## config.mk

```make
export PLATFORM = sky130hd
export DESIGN_NAME = reg_write_port_arbiter
export DESIGN_NICKNAME = d
export VERILOG_FILES = /design/src/rtl/mips_core_pkg.sv /design/src/rtl/reg_write_port_arbiter_fifo.sv /design/src/rtl/reg_write_port_arbiter.sv
export SDC_FILE = /design/constraint.sdc
export NUM_CORES = 1
export LEC_CHECK = 0
export CORE_UTILIZATION = 30
export CTS_BUF_LIST = sky130_fd_sc_hd__clkbuf_4 sky130_fd_sc_hd__clkbuf_8 sky130_fd_sc_hd__clkbuf_16
export DETAILED_ROUTE_END_ITERATION = 10
export PLACE_DENSITY_LB_ADDON = 0.15
export SYNTH_ARGS = -nofsm -noshare
export SYNTH_HDL_FRONTEND = slang
export SYNTH_SLANG_ARGS = --single-unit
```

## constraint.sdc

```tcl
create_clock -name clk -period 3 [get_ports clk]
set_input_delay 0.6 -clock clk [delete_from_list [all_inputs] [get_ports clk]]
set_output_delay 0.6 -clock clk [all_outputs]
set_load 0.05 [all_outputs]
```

## src/rtl/mips_core_pkg.sv

```systemverilog
// rtl/mips_core_pkg.sv - shared register-file writeback types
package mips_core_pkg;

    localparam int RF_DATA_WIDTH = 32;
    localparam int RF_ADDR_WIDTH = 5;

    typedef struct packed {
        logic [RF_ADDR_WIDTH-1:0] addr;
        logic [RF_DATA_WIDTH-1:0] data;
    } rf_write_t;

    typedef enum logic {
        SRC_A = 1'b0,
        SRC_B = 1'b1
    } rr_src_t;

    function automatic rr_src_t other_src(input rr_src_t src);
        return (src == SRC_A) ? SRC_B : SRC_A;
    endfunction

endpackage

```

## src/rtl/reg_write_port_arbiter_fifo.sv

```systemverilog
// rtl/reg_write_port_arbiter_fifo.sv - per-source writeback queue with entry visibility for hazard lookup
module reg_write_fifo
    import mips_core_pkg::*;
#(
    parameter int DEPTH = 2
) (
    input  logic                                clk,
    input  logic                                rst_n,
    input  logic                                push,
    input  rf_write_t                           din,
    input  logic                                pop,
    output logic                                full,
    output logic                                empty,
    output rf_write_t                           head,
    output logic [DEPTH-1:0]                    entry_valid,
    output logic [DEPTH-1:0][RF_ADDR_WIDTH-1:0] entry_addr
);

    localparam int PTR_W = $clog2(DEPTH);
    localparam int CNT_W = $clog2(DEPTH + 1);

    rf_write_t        mem [DEPTH];
    logic [PTR_W-1:0] rd_ptr;
    logic [PTR_W-1:0] wr_ptr;
    logic [CNT_W-1:0] count;
    logic             do_push;
    logic             do_pop;

    assign full    = (count == CNT_W'(DEPTH));
    assign empty   = (count == '0);
    assign do_push = push & ~full;
    assign do_pop  = pop & ~empty;
    assign head    = mem[rd_ptr];

    always_ff @(posedge clk) begin
        if (!rst_n) begin
            rd_ptr <= '0;
            wr_ptr <= '0;
            count  <= '0;
        end else begin
            if (do_push) begin
                wr_ptr <= wr_ptr + PTR_W'(1);
            end
            if (do_pop) begin
                rd_ptr <= rd_ptr + PTR_W'(1);
            end
            case ({do_push, do_pop})
                2'b10:   count <= count + CNT_W'(1);
                2'b01:   count <= count - CNT_W'(1);
                default: count <= count;
            endcase
        end
    end

    // Storage needs no reset; occupancy is tracked entirely by the pointers and count.
    always_ff @(posedge clk) begin
        if (do_push) begin
            mem[wr_ptr] <= din;
        end
    end

    // An entry is live when its distance from the read pointer is below the occupancy.
    always_comb begin
        entry_valid = '0;
        entry_addr  = '0;
        for (int i = 0; i < DEPTH; i++) begin
            logic [PTR_W-1:0] offset;
            offset         = PTR_W'(i) - rd_ptr;
            entry_valid[i] = (CNT_W'(offset) < count);
            entry_addr[i]  = mem[i].addr;
        end
    end

endmodule

```

## src/rtl/reg_write_port_arbiter.sv

```systemverilog
// rtl/reg_write_port_arbiter.sv - round-robin sharing of the register file write port between two writeback sources
module reg_write_port_arbiter
    import mips_core_pkg::*;
#(
    parameter int DATA_WIDTH = RF_DATA_WIDTH,
    parameter int ADDR_WIDTH = RF_ADDR_WIDTH,
    parameter int DEPTH      = 2
) (
    input  logic                  clk,
    input  logic                  rst_n,
    input  logic                  a_valid,
    output logic                  a_ready,
    input  logic [ADDR_WIDTH-1:0] a_addr,
    input  logic [DATA_WIDTH-1:0] a_data,
    input  logic                  b_valid,
    output logic                  b_ready,
    input  logic [ADDR_WIDTH-1:0] b_addr,
    input  logic [DATA_WIDTH-1:0] b_data,
    output logic                  wb_uses_rw,
    output logic [ADDR_WIDTH-1:0] wb_rw_addr,
    output logic [DATA_WIDTH-1:0] wb_rw_data,
    input  logic [ADDR_WIDTH-1:0] rs_addr,
    input  logic [ADDR_WIDTH-1:0] rt_addr,
    output logic                  rs_pending,
    output logic                  rt_pending
);

    logic      a_full, a_empty, b_full, b_empty;
    logic      a_push, b_push;
    logic      grant_a, grant_b;
    rf_write_t a_head, b_head;
    rf_write_t a_entry, b_entry;
    rr_src_t   rr_ptr;

    logic [DEPTH-1:0]                    a_entry_valid, b_entry_valid;
    logic [DEPTH-1:0][RF_ADDR_WIDTH-1:0] a_entry_addr, b_entry_addr;

    assign a_ready = rst_n & ~a_full;
    assign b_ready = rst_n & ~b_full;

    // Writes to register zero complete the handshake but are dropped here.
    assign a_push  = a_valid & a_ready & (a_addr != '0);
    assign b_push  = b_valid & b_ready & (b_addr != '0);
    assign a_entry = '{addr: a_addr, data: a_data};
    assign b_entry = '{addr: b_addr, data: b_data};

    reg_write_fifo #(.DEPTH(DEPTH)) u_fifo_a (
        .clk         (clk),
        .rst_n       (rst_n),
        .push        (a_push),
        .din         (a_entry),
        .pop         (grant_a),
        .full        (a_full),
        .empty       (a_empty),
        .head        (a_head),
        .entry_valid (a_entry_valid),
        .entry_addr  (a_entry_addr)
    );

    reg_write_fifo #(.DEPTH(DEPTH)) u_fifo_b (
        .clk         (clk),
        .rst_n       (rst_n),
        .push        (b_push),
        .din         (b_entry),
        .pop         (grant_b),
        .full        (b_full),
        .empty       (b_empty),
        .head        (b_head),
        .entry_valid (b_entry_valid),
        .entry_addr  (b_entry_addr)
    );

    assign grant_a = ~a_empty & (b_empty | (rr_ptr == SRC_A));
    assign grant_b = ~b_empty & ~grant_a;

    always_ff @(posedge clk) begin
        if (!rst_n) begin
            wb_uses_rw <= 1'b0;
            wb_rw_addr <= '0;
            wb_rw_data <= '0;
            rr_ptr     <= SRC_A;
        end else begin
            wb_uses_rw <= grant_a | grant_b;
            if (grant_a) begin
                wb_rw_addr <= a_head.addr;
                wb_rw_data <= a_head.data;
                rr_ptr     <= other_src(SRC_A);
            end else if (grant_b) begin
                wb_rw_addr <= b_head.addr;
                wb_rw_data <= b_head.data;
                rr_ptr     <= other_src(SRC_B);
            end
        end
    end

    // A register is in flight while it sits in either queue or on the write port.
    always_comb begin
        rs_pending = wb_uses_rw & (wb_rw_addr == rs_addr);
        rt_pending = wb_uses_rw & (wb_rw_addr == rt_addr);
        for (int i = 0; i < DEPTH; i++) begin
            rs_pending |= a_entry_valid[i] & (a_entry_addr[i] == rs_addr);
            rs_pending |= b_entry_valid[i] & (b_entry_addr[i] == rs_addr);
            rt_pending |= a_entry_valid[i] & (a_entry_addr[i] == rt_addr);
            rt_pending |= b_entry_valid[i] & (b_entry_addr[i] == rt_addr);
        end
        rs_pending &= (rs_addr != '0);
        rt_pending &= (rt_addr != '0);
    end

endmodule

```

==> results of run 1 <==
## cell families (layout without fill, tap and decap cells)
logic type | after synthesis | count (layout) | share of synthesized area [%]
AO/OA/AOI/OAI | 60 | 60 | 6.02
XOR/XNOR | 57 | 57 | 6.24
adder cells (fa/ha/maj) | 2 | 2 | 0.313
buffers and inverters | 46 | 199 | 2.68
flip-flops | 197 | 197 | 67.8
multiplexers | 74 | 74 | 9.26
AND/OR/NAND/NOR | 116 | 116 | 7.65
## timing repair
item,4_1_cts,5_1_grt
hold buffers,0,0
resized for setup,1,5
cloned,0,0
pin swaps,0,2
setup buffers,0,4
setup endpoints to repair,1,2
## state kept, by name, summed over array words and instances, names as in the netlist, 2 cells and up, named ones only
name	cells
u_fifo_a.count	2
wb_rw_addr	5
u_fifo_a.mem	74
u_fifo_b.count	2
wb_rw_data	32
u_fifo_b.mem	74
## final cells by class
cell class / instances / area, sq um / area share, %
tap: 335 / 419 / 4.01
multi-input combinational: 309 / 2400 / 23.0
inverter: 8 / 30.0 / 0.287
clock buffer: 19 / 447 / 4.27
timing repair buffer: 159 / 1600 / 15.3
sequential: 197 / 5430 / 51.9
clock inverter: 13 / 125 / 1.20
## worst register-to-register path: stages (launching register included)
cell and delay [ns]:
dfxtp_1 0.53, inv_1 0.07, a21boi_1 0.31, o211a_1 0.27, inv_1 0.10, ha_1 0.32
or3_1 0.35, a21boi_0 0.21
## stage by stage
step	hold WS, ns	std cells	util [%]
after floorplan	0.442	552	-
after global placement	0.452	1004	37.6
after detailed placement	0.471	1004	37.6
after CTS	0.480	1036	39.8
after global routing	0.506	1040	40.0
final	0.475	1040	40.0
## where the power goes
group	internal (mW)	switching (mW)
Combinational	1.35	2.04
Clock	1.19	1.01
Sequential	3.35	0.332
Total	5.89	3.38
## placed cells by master, fill, tap and decap left out, types with 8 or more instances in the layout
cell             synthesis  layout
mux2i_1                 74      74
dfxtp_1                 49      47
edfxtp_1               148     148
o221ai_1                37      37
xnor2_1                 27      27
clkdlybuf4s50_1          0     120
nand2_1                 40      40
clkbuf_16                0      17
inv_1                    8       8
xor2_1                  30      30
buf_4                    4      27
and2_1                  45      43
## layer usage
layer	GRT usage (%)	vias to the layer above	wire length [um]
met1	18.4	2434	8630
li1	-	2324	-
met2	24.7	121	9590
met4	3.88	0	212
met3	4.07	16	1010
met5	0	-	0
## worst min-delay path by stage
stage / slack (ns) / depth (start not counted) / endpoint / startpoint
6_report: 0.48 / 2 / rr_ptr / rr_ptr
5_1_grt: 0.51 / 2 / rr_ptr / rr_ptr
4_1_cts: 0.48 / 2 / rr_ptr / rr_ptr
3_5_place_dp: 0.47 / 2 / rr_ptr / rr_ptr
3_3_place_gp: 0.45 / 2 / rr_ptr / rr_ptr
2_1_floorplan: 0.44 / 2 / rr_ptr / rr_ptr
==> metrics.yaml, run 1 <==
timing:
  setup_tns_ns: 0
  tightest_slew_ns: 0.709
  fmax_mhz: 344
  finalSetupViolations: 0
  hold_violations: 0
  slew_headroom_pct: 52.7
  finalCritPeriodShare_pct: 96.8
  fin_crit_ns: 2.90
  setup_slack_ns: 0.0964
  fin_skew_ns: 0.00772
  slew_viol_final: 0
  rsz0062_at_grt: "false"
detailed_routing:
  ant_nets: 0
  routed_wl_um: 19400
  drtIter0Drc: 267
  vias: 4895
  drc: 19
  routedWlPerCell_um: 18.7
  vias_per_cell: 4.71
  drt-pass1-iter-count: 7
cts:
  cts_num_sinks: 197
  path_clk_slew_ns: 0.07
  clk_latency_ns: 0.42
  cts-root-buf: "clkbuf_16"
  htree_levels: 4
  cts_made_buffers: 17
  clockBufferDepth: 2
  cts_tree: "yes"
yosys:
  syn_area_sq_mm: 0.00800
  async_reset_ff_share_pct: 0
  synth_top_flop_cell: "edfxtp_1"
  synth_area_per_cell_sq_um: 14.5
  yosys_warnings: 0
  synth_edf_count: 148
  synth_commonest_cells: "148 x edfxtp_1, 74 x mux2i_1, 49 x dfxtp_1, 45 x and2_1, 40 x nand2_1"
  synth_top_area_cell: "edfxtp_1"
  yosysMostFrequentCell: "edfxtp_1"
  synth_fp_nets: 642
  synth_cells: 552
  ys_seq_area_share_pct: 67.8
  ys_seq_elements: 197
  synth.top_cell.area_share_pct: 55.6
  ys_top_cells_by_area: "edfxtp_1 56%, dfxtp_1 12%, mux2i_1 9.3%"
  synth_cell_types: 32
layout:
  finalInstanceArea_sq_mm: 0.0105
  area_growth_pct: 30.7
  drive_gt1_share_pct: 11.1
  final_nets: 782
  antenna_cells: 0
  n_fill_cell: 2457
worst_setup_path:
  cp.depth: 7
  worstSetupEndpoint: "rs_pending"
  r2r-start: "u_fifo_a.count[0]"
  startpoint_type: "input port"
  reg2reg_slack_ns: 0.76
  path_cells: "clkdlybuf4s50_1 -> xor2_1 -> or4_1 -> nor3_1 -> nor3_1 -> a21oi_2 -> buf_12"
  cp_max_fo: 2
  crit_start: "rs_addr[0]"
  cp_top_family: "simple AND/OR/NAND/NOR gates"
  cp_common_cell: "nor3_1"
  path_class: "in2out"
  regToRegEndpoint: "u_fifo_a.count[1]"
  endpoint_kind: "output port"
  cp_slowest_stage_delay_ns: 0.53
  crit_buf_inv: 2
  crit_arrival_ns: 2.30
  required_ns: 2.40
  reg2regPathDepth: 7
  crit_slowest_cell: "or4_1"
grt:
  grt_max_degree: 39
  grt_pass1_wl_um: 29200
  track_usage_pct: 14.7
  antenna_found_initial: 0
  grt.overflow.total: 0
  grt_pass1_vias: 5175
place:
  hpwl_um: 13000
  placed_area_sq_mm: 0.00983
  io_buffers: 129
  place_ws_ns: -0.0385
  routabilityCongestion: 0.864
pwr:
  power_density_mw_per_mm2: 887
  p_leak_nw: 3.54
  total_power_mw: 9.27
  vdd_ir_drop_max_mv: 0.479
die:
  pin_count: 130
  row_count: 59
  start_util_pct: 30.6
  die_h_um: 165
  fp.dieArea_sq_mm: 0.0273
  die_x_um: 165
  core_area_sq_mm: 0.0261
flow_run:
  cap_viol_max_count: 0
outcome:
  outcome: "finished, violations left"
  violations: "design-rule violations"
worst_hold_path:
  hold_path.class: "reg2reg"
No activity file was read; power rests on OpenSTA's default activity.
==> run 2, diff against run 1 <==
--- a/config.mk
+++ b/config.mk
@@ -5,10 +5,12 @@
 export SDC_FILE = /design/constraint.sdc
 export NUM_CORES = 1
 export LEC_CHECK = 0
+export CORE_MARGIN = 8
 export CORE_UTILIZATION = 30
 export CTS_BUF_LIST = sky130_fd_sc_hd__clkbuf_4 sky130_fd_sc_hd__clkbuf_8 sky130_fd_sc_hd__clkbuf_16
 export DETAILED_ROUTE_END_ITERATION = 10
 export PLACE_DENSITY_LB_ADDON = 0.15
+export REMOVE_ABC_BUFFERS = 1
 export SYNTH_ARGS = -nofsm -noshare
 export SYNTH_HDL_FRONTEND = slang
 export SYNTH_SLANG_ARGS = --single-unit
==> constraint.sdc (replaced) <==
create_clock -name clk -period 2.9 [get_ports clk]
set_input_delay 0.58 -clock clk [delete_from_list [all_inputs] [get_ports clk]]
set_output_delay 0.58 -clock clk [all_outputs]
set_load 0.05 [all_outputs]
==> metrics.yaml, run 2 (same netlist as run 1, synthesis figures left out) <==
outcome:
  outcome: "finished clean"  # was finished, violations left
grt:
  grt_pass1_wl_um: 31300  # was 29,200 um
  antenna_found_initial: 0  # unchanged
  grt.overflow.total: 0  # unchanged
  grt_max_degree: 39  # unchanged
  track_usage_pct: 13.1  # was 14.7%
  grt_pass1_vias: 5305  # was 5,175
worst_setup_path:
  endpoint_kind: "output port"  # unchanged
  reg2reg_slack_ns: 0.59  # was 0.76 ns
  required_ns: 2.32  # was 2.40 ns
  crit_arrival_ns: 2.27  # was 2.30 ns
  cp_max_fo: 2  # unchanged
  path_class: "in2out"  # unchanged
  startpoint_type: "input port"  # unchanged
timing:
  fin_crit_ns: 2.85
  setup_slack_ns: 0.0500  # was 0.0964 ns
  finalSetupViolations: 0  # unchanged
  tightest_slew_ns: 0.572  # was 0.709 ns
  fmax_mhz: 351
  slew_viol_final: 0  # unchanged
  fin_skew_ns: 0.0140  # was 0.00772 ns
  rsz0062_at_grt: "true"  # was false
  hold_violations: 0  # unchanged
  slew_headroom_pct: 61.9  # was 52.7%
  finalCritPeriodShare_pct: 98.3
cts:
  htree_levels: 4  # unchanged
  cts-root-buf: "clkbuf_16"  # unchanged
  clk_latency_ns: 0.43  # was 0.42 ns
  path_clk_slew_ns: 0.07  # about the same
  cts_num_sinks: 197  # unchanged
  clockBufferDepth: 2  # unchanged
  cts_made_buffers: 17  # unchanged
  cts_hold_buf: 0  # unchanged
  cts_tree: "yes"  # unchanged
pwr:
  p_leak_nw: 3.57  # was 3.54 nW
  vdd_ir_drop_max_mv: 0.560  # was 0.479 mV
  total_power_mw: 9.71  # was 9.27 mW
  power_density_mw_per_mm2: 924  # was 887 mW/mm^2
place:
  io_buffers: 129  # unchanged
  placed_area_sq_mm: 0.00987  # was 0.00983 sq mm
  routabilityCongestion: 0.857  # was 0.864
  hpwl_um: 13600  # was 13,000 um
  place_ws_ns: -0.109  # was -0.0385 ns
  placedCellCount: 1004  # unchanged
layout:
  stdcell_count: 1038  # was 1,040
  antenna_cells: 0  # unchanged
  final_nets: 780  # was 782
  finalInstanceArea_sq_mm: 0.0105  # about the same
  area_growth_pct: 31.4  # was 30.7%
  reg.largest.list: "u_fifo_a.mem: 74 flops, u_fifo_b.mem: 74 flops, wb_rw_data: 32 flops"  # unchanged
  final_common_cell: "edfxtp_1"  # unchanged
  layout_common_cells: "148 x edfxtp_1, 116 x clkdlybuf4s50_1, 74 x mux2i_1, 47 x dfxtp_1, 43 x and2_1"  # was 148 x edfxtp_1, 120 x clkdlybuf4s50_1, 74 x mux2i_1, 47 x dfxtp_1, 43 x and2_1
  drive_gt1_share_pct: 11.1  # about the same
die:
  core_area_sq_mm: 0.0261  # unchanged
  pin_count: 130  # unchanged
  row_count: 59  # unchanged
  start_util_pct: 30.6  # unchanged
  die_h_um: 179  # was 165 um
  fp.dieArea_sq_mm: 0.0321  # was 0.0273 sq mm
  die_x_um: 179  # was 165 um
flow_run:
  cap_viol_max_count: 0  # unchanged
detailed_routing:
  routed_wl_um: 20700  # was 19,400 um
  drc: 0  # was 19
  routedWlPerCell_um: 19.9  # was 18.7 um
  drtIter0Drc: 218  # was 267
  vias: 4922  # was 4,895
  drt-pass1-iter-count: 4  # was 7
  vias_per_cell: 4.74  # was 4.71
  ant_nets: 0  # unchanged
worst_hold_path:
  hold_path.class: "reg2reg"  # unchanged
run 2: cell count changes in the layout (fill, tap and decap cells not counted), moves of 3 or more:
cell | before | now
buf_4 | 27 | 22
clkdlybuf4s50_1 | 120 | 116
buf_12 | 7 | 10
clkinv_8 | 0 | 3
inv_6 | 1 | 4
run 2: stage by stage:
step	hold slack, ns	util (%)	TNS, ns
global placement	0.454	37.8	-0.129
detailed placement	0.465	37.8	-0.137
CTS	0.476	40.1	-0.0186
global route	0.536	40.2	-0.0322
floorplan	0.442	-	-159.58
finish	0.477	40.2	0
run 2: worst max-delay path, cell delays in order:
cell	delay, ns
clkdlybuf4s50_1	0.46
xor2_1	0.18
or4_1	0.49
nor3_2	0.11
nor3_1	0.08
a21oi_2	0.21
buf_12	0.16
run 2: layout make-up:
| cell class | instances | area, sq um |
|---|---|---|
| clock buffer | 17 | 425 |
| clock inverter | 15 | 170 |
| fill | 2461 | 15600 |
| inverter | 8 | 30.0 |
| multi-input combinational | 309 | 2420 |
| sequential | 197 | 5430 |
| tap | 335 | 419 |
| timing repair buffer | 157 | 1620 |
run 2: final timing paths:
kind	startpoint	depth (start not counted)	to
max	rs_addr[2]	7	rs_pending
min	rr_ptr	2	rr_ptr
max reg2reg	u_fifo_a.count[0]	7	u_fifo_a.count[1]
min reg2reg	rr_ptr	2	rr_ptr
run 2: repair_timing:
action                     CTS  global route
hold endpoints to repair     0             0
gates resized for setup      4             8
setup buffers                0             2
pin swaps                    4             3
cloned                       0             0
setup endpoints to repair    2             2
run 2: power by group:
| part | internal (mW) | switching [mW] |
|---|---|---|
| clock network | 1.23 | 1.12 |
| registers | 3.46 | 0.313 |
| logic | 1.40 | 2.18 |
run 2: layer usage:
metal  track usage [%]  vias to the layer above  wire, um  share of wire [%]
met5                 0                        -         0                  0
met4              3.64                        0       177               0.86
met3              3.16                       13       923                4.5
met2              21.9                      119      9920                 48
met1              16.7                     2462      9670                 47
li1                  -                     2328         -                  -
